File: src/rtl/mcu_program_loader.sv
// -----------------------------------------------------------------------------
// mcu_program_loader
//
// Host-side writer for the MCU program memory. Accepts opcode/operand pairs
// over a valid/ready handshake, encodes them as {opcode, operand} and writes
// them to consecutive addresses. Optionally pads the tail with NOP (8'h00),
// then reads the program back and compares the read-sum with the running
// checksum. The MCU core is held in reset until a clean verify reaches RUN.
//
// Ports:
//   clk, reset_n          clock (rising edge), synchronous active-low reset
//   start                 pulse; begins a load from IDLE, RUN or ERROR
//   load_valid/ready      word handshake (ready only in LOAD)
//   load_opcode/operand   instruction fields
//   load_last             marks the final program word
//   mem_we/addr/wdata     program memory write port (addr shared with reads)
//   mem_rdata             program memory read data, 1-cycle latency
//   mcu_reset             active-high reset to the MCU core
//   busy/done/error       status: LOAD|PAD|VERIFY / RUN / ERROR
//   error_code            00 none, 01 overflow, 10 verify mismatch
//   word_count, checksum  words accepted and their mod-256 sum
// -----------------------------------------------------------------------------
module mcu_program_loader #(
  parameter int DEPTH   = 16,
  parameter int ADDR_W  = 4,
  parameter bit PAD_NOP = 1'b1
) (
  input  logic              clk,
  input  logic              reset_n,
  input  logic              start,
  input  logic              load_valid,
  output logic              load_ready,
  input  logic [3:0]        load_opcode,
  input  logic [3:0]        load_operand,
  input  logic              load_last,
  output logic              mem_we,
  output logic [ADDR_W-1:0] mem_addr,
  output logic [7:0]        mem_wdata,
  input  logic [7:0]        mem_rdata,
  output logic              mcu_reset,
  output logic              busy,
  output logic              done,
  output logic              error,
  output logic [1:0]        error_code,
  output logic [ADDR_W:0]   word_count,
  output logic [7:0]        checksum
);

  typedef enum logic [2:0] {
    S_IDLE,
    S_LOAD,
    S_PAD,
    S_VERIFY,
    S_RUN,
    S_ERROR
  } state_t;

  localparam logic [ADDR_W:0] DEPTH_W = DEPTH[ADDR_W:0];
  localparam logic [ADDR_W:0] LAST_W  = DEPTH_W - 1'b1;

  state_t          state_q, state_d;
  logic [ADDR_W:0] word_count_q, word_count_d;
  logic [7:0]      checksum_q, checksum_d;
  logic [ADDR_W:0] addr_q, addr_d;        // pad / verify address counter
  logic [7:0]      read_sum_q, read_sum_d;
  logic            rd_pending_q, rd_pending_d;  // a read was issued last cycle
  logic [1:0]      error_code_q, error_code_d;
  logic            mcu_reset_q;

  logic [7:0]      load_word;
  logic [ADDR_W:0] word_count_inc;
  logic [7:0]      read_sum_now;

  assign load_word      = {load_opcode, load_operand};
  assign word_count_inc = word_count_q + 1'b1;
  // Read data for the address issued last cycle arrives now; fold it in so the
  // drain cycle can compare without an extra register stage.
  assign read_sum_now   = read_sum_q + (rd_pending_q ? mem_rdata : 8'h00);

  always_comb begin
    state_d      = state_q;
    word_count_d = word_count_q;
    checksum_d   = checksum_q;
    addr_d       = addr_q;
    read_sum_d   = read_sum_q;
    rd_pending_d = 1'b0;
    error_code_d = error_code_q;
    load_ready   = 1'b0;
    mem_we       = 1'b0;
    mem_addr     = '0;
    mem_wdata    = 8'h00;
    busy         = 1'b0;
    done         = 1'b0;
    error        = 1'b0;

    case (state_q)
      S_IDLE, S_RUN, S_ERROR: begin
        done  = (state_q == S_RUN);
        error = (state_q == S_ERROR);
        if (start) begin
          state_d      = S_LOAD;
          word_count_d = '0;
          checksum_d   = 8'h00;
          addr_d       = '0;
          read_sum_d   = 8'h00;
          error_code_d = 2'b00;
        end
      end

      S_LOAD: begin
        busy       = 1'b1;
        load_ready = 1'b1;
        mem_addr   = word_count_q[ADDR_W-1:0];
        mem_wdata  = load_word;
        mem_we     = load_valid;
        if (load_valid) begin
          word_count_d = word_count_inc;
          checksum_d   = checksum_q + load_word;
          if (load_last) begin
            if (PAD_NOP && (word_count_inc < DEPTH_W)) begin
              state_d = S_PAD;
              addr_d  = word_count_inc;
            end else begin
              state_d    = S_VERIFY;
              addr_d     = '0;
              read_sum_d = 8'h00;
            end
          end else if (word_count_q == LAST_W) begin
            // Memory is full and the program has not ended.
            state_d      = S_ERROR;
            error_code_d = 2'b01;
          end
        end
      end

      S_PAD: begin
        busy     = 1'b1;
        mem_we   = 1'b1;
        mem_addr = addr_q[ADDR_W-1:0];
        addr_d   = addr_q + 1'b1;
        if (addr_q == LAST_W) begin
          state_d    = S_VERIFY;
          addr_d     = '0;
          read_sum_d = 8'h00;
        end
      end

      S_VERIFY: begin
        busy       = 1'b1;
        read_sum_d = read_sum_now;
        if (addr_q < word_count_q) begin
          mem_addr     = addr_q[ADDR_W-1:0];
          addr_d       = addr_q + 1'b1;
          rd_pending_d = 1'b1;
        end else begin
          // Drain cycle: last read data is in read_sum_now.
          if (read_sum_now == checksum_q) begin
            state_d = S_RUN;
          end else begin
            state_d      = S_ERROR;
            error_code_d = 2'b10;
          end
        end
      end

      default: begin
        state_d = S_IDLE;
      end
    endcase
  end

  always_ff @(posedge clk) begin
    if (!reset_n) begin
      state_q      <= S_IDLE;
      word_count_q <= '0;
      checksum_q   <= 8'h00;
      addr_q       <= '0;
      read_sum_q   <= 8'h00;
      rd_pending_q <= 1'b0;
      error_code_q <= 2'b00;
      mcu_reset_q  <= 1'b1;
    end else begin
      state_q      <= state_d;
      word_count_q <= word_count_d;
      checksum_q   <= checksum_d;
      addr_q       <= addr_d;
      read_sum_q   <= read_sum_d;
      rd_pending_q <= rd_pending_d;
      error_code_q <= error_code_d;
      // Registered from the next state so the core sees a clean level that
      // changes exactly on the RUN entry / exit edge.
      mcu_reset_q  <= (state_d != S_RUN);
    end
  end

  assign mcu_reset  = mcu_reset_q;
  assign error_code = error_code_q;
  assign word_count = word_count_q;
  assign checksum   = checksum_q;

endmodule

File: config.mk
export PLATFORM = sky130hd
export DESIGN_NAME = mcu_program_loader
export DESIGN_NICKNAME = d
export VERILOG_FILES = /design/src/rtl/mcu_program_loader.sv
export SDC_FILE = /design/constraint.sdc
export NUM_CORES = 1
export LEC_CHECK = 0
export CELL_PAD_IN_SITES_DETAIL_PLACEMENT = 0
export CELL_PAD_IN_SITES_GLOBAL_PLACEMENT = 1
export CORE_ASPECT_RATIO = 0.75
export CORE_MARGIN = 2
export CORE_UTILIZATION = 30
export DETAILED_ROUTE_END_ITERATION = 10
export GPL_ROUTABILITY_DRIVEN = 1
export PLACE_DENSITY = 0.69
export SLEW_MARGIN = 25
export SYNTH_ARGS = -nofsm -noshare
export SYNTH_HDL_FRONTEND = slang
export SYNTH_SLANG_ARGS = --single-unit
export TNS_END_PERCENT = 1
File: constraint.sdc
create_clock -name clk -period 2.75 [get_ports clk]
set_clock_uncertainty 0.2 [all_clocks]
set_input_delay 0.4125 -clock clk [delete_from_list [all_inputs] [get_ports clk]]
set_output_delay 0.4125 -clock clk [all_outputs]
set_load 0.02 [all_outputs]
==> flow_summary.yaml, run 1 <==
placed_design:
  io_buffers: 53
  hpwl_um: 6600
  place_ws_ns: -0.616
  gp_congestion: 0.948
critical_path:
  critPathRequiredTime_ns: 2.14
  rr_endpoint: "state_q[0]$_SDFF_PN0_"
  max_stage_delay_ns: 0.32
  cp_slowest_cell: "dfxtp_2"
  path_max_fanout: 4
  cp_common_cell: "a21o_1"
  r2r-start: "rd_pending_q$_SDFF_PN0_"
  start_kind: "flip-flop"
  timing.critical_path.buf_inv: 3
  cp-end-kind: "output port"
  arrival_ns: 2.19
  path_cells: "inv_1 > ha_1 > a21o_1 > a21o_1 > a21o_1 > a21o_1 > a21boi_2 > buf_4 > a22o_1 > buf_6"
  ff2ff_setup_slack_ns: -0.06
  path_class: "reg2out"
  path_delay_family: "compound AO/OA/AOI/OAI gates"
  r2r_cells: 10
drt:
  drt_iter0_drc: 120
  wl_um: 9030
  drt_pass1_iterations: 4
  drt.antenna.violating_nets: 0
  viasPerCell: 5.25
  routedWlPerCell_um: 16.1
  vias: 2933
  route.detailed.drc: 0
clock_tree:
  clkSlewWorstSetupHoldPaths_ns: 0.06
  cts_buffers: 5
  cts_max_path_buffers: 2
  cts_tree: "done"
  cts_root_buf: "clkbuf_16"
  h-tree-depth: 2
  holdBufCountCts: 0
  clock-sinks: 33
  insertion_delay_ns: 0.28
global_route:
  use_met1_pct: 27.3
  antenna_found_initial: 0
  met3_usage_pct: 3.57
  top_usage_layer: "met2"
  grt_max_degree: 22
  grt_pass1_wl_um: 14700
  grt_util_met2_pct: 29.1
  grt_usage_pct: 18.9
  overflow: 0
  first_global_vias: 2877
timing:
  hold_viol: 0
  max_slew_margin_pct: 56.9
  finalCritPeriodShare_pct: 102
  worst_slack_ns: -0.0570
  rsz0062_at_grt: "true"
  tightest_slew_ns: 0.642
  setup_viol: 8
  min_period_ns: 2.81
  timing.fmax_ghz: 0.356
  final_max_slew_viol_count: 0
die:
  core_sq_um: 8930
  num_rows: 30
  die_h_um: 86.5
  die_w_um: 114
  start_util_pct: 30.5
  ios: 54
  die_area_sq_um: 9860
synth:
  synth_cell_types: 63
  yosys_warnings: 0
  syn_inst: 341
  ys.flop_type: "dfxtp_1"
  async_reset_ff_share_pct: 0
  synth_area_sq_um: 2720
  syn-num-nets: 387
  synth-seq-cells: 33
  synth_edf_count: 0
  synth.avg_cell_area_sq_um: 7.98
  ys_seq_area_share_pct: 24.3
hold_path:
  holdPathEnd: "addr_q[4]$_SDFFE_PN0P_"
  hp-class: "reg2reg"
  whs_path_depth: 2
  hold_start: "addr_q[4]$_SDFFE_PN0P_"
power:
  irDropWorstVdd_v: 0.000284
  cellLeakagePower_nw: 1.71
  powerDensity_nw_per_um2: 339
layout:
  fill_cells: 895
  final_nets: 492
  n_antenna_cell: 0
  fin_util_pct: 46.6
  drive_gt1_share_pct: 27.1
  syn2layout_area_growth_pct: 53.0
run_status:
  violations: "negative setup slack"
  status: "finished with violations"
run:
  drv_cap: 0
-- how the worst max path moves through the flow --
stage,startpoint,endpoint,slack [ns],cells past startpoint
after global placement,mem_rdata[0],mcu_reset$_SDFF_PN1_,-0.56,12
after global routing,rd_pending_q$_SDFF_PN0_,state_q[0]$_SDFF_PN0_,-0.16,11
final,word_count[1]$_SDFFE_PN0P_,mem_addr[2],-0.06,10
after CTS,rd_pending_q$_SDFF_PN0_,mcu_reset$_SDFF_PN1_,-0.11,11
after floorplan,mem_rdata[0],state_q[0]$_SDFF_PN0_,-0.04,11
after detailed placement,mem_rdata[0],mcu_reset$_SDFF_PN1_,-0.62,12
-- per-stage QoR --
| step | cell area (sq um) | total power [W] | hold slack (ns) | std cells | setup TNS, ns |
|---|---|---|---|---|---|
| 6_report | 4160 | 0.00141 | 0.321 | 559 | -0.333 |
| 2_1_floorplan | 2760 | 0.000682 | 0.272 | 341 | -0.110 |
| 4_1_cts | 4100 | 0.00141 | 0.320 | 559 | -0.652 |
| 3_5_place_dp | 3740 | 0.000823 | 0.312 | 541 | -3.91 |
| 5_1_grt | 4160 | 0.00147 | 0.337 | 559 | -1.10 |
| 3_3_place_gp | 3740 | 0.000821 | 0.294 | 541 | -3.72 |
-- per-layer routing --
| metal | routed length (um) | up-vias |
|---|---|---|
| met2 | 3950 | 89 |
| met1 | 4460 | 1392 |
| met4 | 97 | 0 |
| li1 | - | 1444 |
| met5 | 0 | - |
| met3 | 514 | 8 |
-- sequential cells by signal, summed over array words and instances (netlist names) --
| signal | count |
|---|---|
| read_sum_q | 8 |
| addr_q | 5 |
| checksum | 8 |
| word_count | 5 |
| state_q | 3 |
| mcu_reset | 1 |
| error_code | 2 |
| rd_pending_q | 1 |
-- layout by cell type (no fill, tap or decap), types with 12 or more instances in the layout --
cell type / instances
xnor2_1: 12
buf_4: 58
ha_1: 16
nor2_1: 37
nand2_1: 25
a21oi_1: 14
inv_1: 17
clkdlybuf4s50_1: 45
a22oi_1: 14
dfxtp_1: 31
-- cell type report --
type,instances,area [sq um],share of cell area [%]
clock buffer,6,139,3.34
sequential,33,666,16.0
timing repair buffer,116,1020,24.6
multi-input combinational,272,2110,50.8
tap,112,140,3.37
inverter,18,67.6,1.62
clock inverter,2,13.8,0.331
-- worst min-delay path: cells and delay by family (launching register included) --
family | cells | cell delay [ns]
DFF | 1 | 0.34
and+or+nand+nor | 1 | 0.07
muxes | 1 | 0.06
-- report_power, final --
| group | switching (W) | internal, W | total, W |
|---|---|---|---|
| clock network | 0.000233 | 0.000361 | 0.000594 |
| logic | 0.000172 | 0.000146 | 0.000318 |
| registers | 0.0000133 | 0.000487 | 0.000500 |
| total | 0.000418 | 0.000993 | 0.00141 |
-- Yosys cell counts, drive strengths merged (5+ instances only) --
cell type	instances	area [sq um]
nand3	10	50.1
ha	23	288
dfxtp	33	661
buf	6	43.8
nor3	9	45.0
xor2	6	52.6
a22oi	14	105
and2	15	93.8
mux2i	5	50.1
a21oi	22	118
nor2	37	139
nand2	26	97.6
a21o	9	67.6
inv	18	67.6
clkbuf	12	46.3
xnor2	14	123
o21ai	13	65.1
-- logic make-up (layout without fill, tap and decap cells) --
group           after synthesis  in the layout  synth area share (%)
buf+inv                      36            142                  5.79
xor+xnor                     20             20                  6.44
flops                        33             33                  24.3
fa+ha+maj                    25             25                  12.0
simple gates                126            126                  24.4
compound gates               95             95                  24.8
mux                           6              6                  2.25
-- what timing repair did --
item                       CTS  global route
setup endpoints to repair    8            14
resized for setup           54            14
pin swaps                   23             4
buffers inserted            10             0
Power figures use the tool's default switching activity.
==> run 2: changes to the inputs <==
--- a/config.mk
+++ b/config.mk
@@ -8,7 +8,7 @@
 export CELL_PAD_IN_SITES_DETAIL_PLACEMENT = 0
 export CELL_PAD_IN_SITES_GLOBAL_PLACEMENT = 1
 export CORE_ASPECT_RATIO = 0.75
-export CORE_MARGIN = 2
+export CORE_MARGIN = 3
 export CORE_UTILIZATION = 30
 export DETAILED_ROUTE_END_ITERATION = 10
 export GPL_ROUTABILITY_DRIVEN = 1
==> run 2 against run 1 <==
The flow still finishes with violations (negative setup slack); via count fell by 0.51%; utilization up 2.2 points; clock-buffer cell count unchanged; combinational power hardly changed; maximum frequency fell by 0.91%; die area rose by 4.1%; critical path type is now in2reg.
==> flow_summary.yaml, run 2 (synthesis results as in run 1) <==
placed_design:
  gp_congestion: 0.951
  place_inst: 541
  io_buffers: 53
  hpwl_um: 6710
timing:
  rsz0062_at_grt: "true"
  timing.fmax_ghz: 0.353
  setup_viol: 8
  hold_viol: 0
  tightest_slew_ns: 0.671
  hold_slack_ns: 0.306
  worst_slack_ns: -0.0827
  finalCritPeriodShare_pct: 103
  min_period_ns: 2.83
  final_max_slew_viol_count: 0
  max_slew_margin_pct: 54.6
layout:
  multi_input_area_sq_um: 2160
  syn2layout_area_growth_pct: 54.9
  fin_util_pct: 48.8
  final_cell_count_no_fill: 555
  drive_gt1_share_pct: 27.1
  layout_commonest_cell: "buf_4"
  seq_area_sq_um: 666
  final_nets: 492
  fill_cells: 821
  layout_common_cells: "62 x buf_4, 45 x clkdlybuf4s50_1, 35 x nor2_1"
  n_antenna_cell: 0
power:
  powerDensity_nw_per_um2: 354
  irDropWorstVdd_v: 0.000294
  power_w: 0.00149
  cellLeakagePower_nw: 1.75
die:
  ios: 54
  start_util_pct: 31.5
  die_h_um: 88.5
  num_rows: 29
  die_w_um: 116
  die_area_sq_um: 10300
  core_sq_um: 8640
clock_tree:
  cts_buffers: 5
  clock-sinks: 33
  cts_root_buf: "clkbuf_16"
  clkSlewWorstSetupHoldPaths_ns: 0.06
  holdBufCountCts: 0
  h-tree-depth: 2
  cts_max_path_buffers: 2
  insertion_delay_ns: 0.28
  cts_tree: "done"
hold_path:
  hp-class: "reg2reg"
  hold_start: "addr_q[4]$_SDFFE_PN0P_"
critical_path:
  startpoint: "mem_rdata[2]"
  start_kind: "primary input"
  critPathRequiredTime_ns: 2.70
  ff2ff_setup_slack_ns: -0.08
  rr_endpoint: "mcu_reset$_SDFF_PN1_"
  cp-end-kind: "flip-flop"
  path_class: "in2reg"
  endpoint: "mcu_reset$_SDFF_PN1_"
  r2r_cells: 10
  arrival_ns: 2.79
  path_max_fanout: 3
  r2r-start: "rd_pending_q$_SDFF_PN0_"
global_route:
  grt_usage_pct: 17.6
  overflow: 0
  grt_max_degree: 22
  antenna_found_initial: 0
  grt_pass1_wl_um: 14100
  first_global_vias: 2762
drt:
  drt_pass1_iterations: 4
  routedWlPerCell_um: 16.3
  route.detailed.drc: 0
  drt_iter0_drc: 132
  viasPerCell: 5.26
  vias: 2918
  drt.antenna.violating_nets: 0
  wl_um: 9060
run:
  drv_cap: 0
run_status:
  status: "finished with violations"
  violations: "negative setup slack"
## run 2: changes by cell type in the layout (fill, tap and decap cells not counted), sizes merged
cell,previous run,this run
dlygate4sd2,4,1
clkinv,2,0
dlymetal6s2s,0,2
bufinv,0,1
clkdlybuf4s15,0,1
clkinvlp,0,1
## run 2: timing repair
action | CTS | global route
resized for setup | 44 | 26
setup endpoints to repair | 8 | 11
buffers inserted | 4 | 2
pin swaps | 16 | 19
## run 2: routing by layer
layer | GRT usage (%) | vias to the layer above | wire (um)
li1 | - | 1446 | -
met1 | 25.9 | 1371 | 4570
met2 | 26.6 | 93 | 3920
met3 | 3.08 | 8 | 473
met4 | 4.74 | 0 | 101
met5 | 0 | - | 0
## run 2: area by class of cell
cell class                 count  share of cell area [%]
timing repair buffer         116                    24.1
sequential                    33                    15.8
inverter                      18                    1.60
multi-input combinational    272                    51.1
tap                          108                    3.20
clock inverter                 2                   0.890
clock buffer                   6                    3.29
## run 2: critical path, stage by stage
cell             delay, ns
clkdlybuf4s50_1       0.46
and2_4                0.15
ha_4                  0.20
buf_4                 0.16
nand2b_4              0.08
a21oi_1               0.08
buf_4                 0.15
nand3_1               0.10
o41ai_1               0.08
or4_4                 0.57
o31ai_4               0.23
nand4bb_1             0.12
## run 2: worst min path at each step
| stage | end | cells past startpoint |
|---|---|---|
| after floorplan | addr_q[4]$_SDFFE_PN0P_ | 2 |
| after global placement | read_sum_q[6]$_SDFFE_PN0P_ | 2 |
| after detailed placement | addr_q[4]$_SDFFE_PN0P_ | 2 |
| after CTS | addr_q[4]$_SDFFE_PN0P_ | 2 |
| after global routing | error_code[1]$_SDFFE_PN0P_ | 2 |
| final | addr_q[4]$_SDFFE_PN0P_ | 2 |
## run 2: per-stage QoR
| step | setup TNS [ns] | worst slack (ns) | cell area (sq um) |
|---|---|---|---|
| floorplan | -0.110 | -0.0447 | 2760 |
| global placement | -3.72 | -0.554 | 3760 |
| detailed placement | -4.36 | -0.642 | 3760 |
| CTS | -0.839 | -0.138 | 4060 |
| global route | -1.30 | -0.197 | 4220 |
| finish | -0.412 | -0.0827 | 4220 |
## run 2: power breakdown
part | leakage [nW] | switching [W] | total, W | internal, W
Clock | 0.0831 | 0.000221 | 0.000674 | 0.000452
Combinational | 1.40 | 0.000174 | 0.000321 | 0.000146
Sequential | 0.268 | 0.0000132 | 0.000500 | 0.000487
Total | 1.75 | 0.000409 | 0.00149 | 0.00109
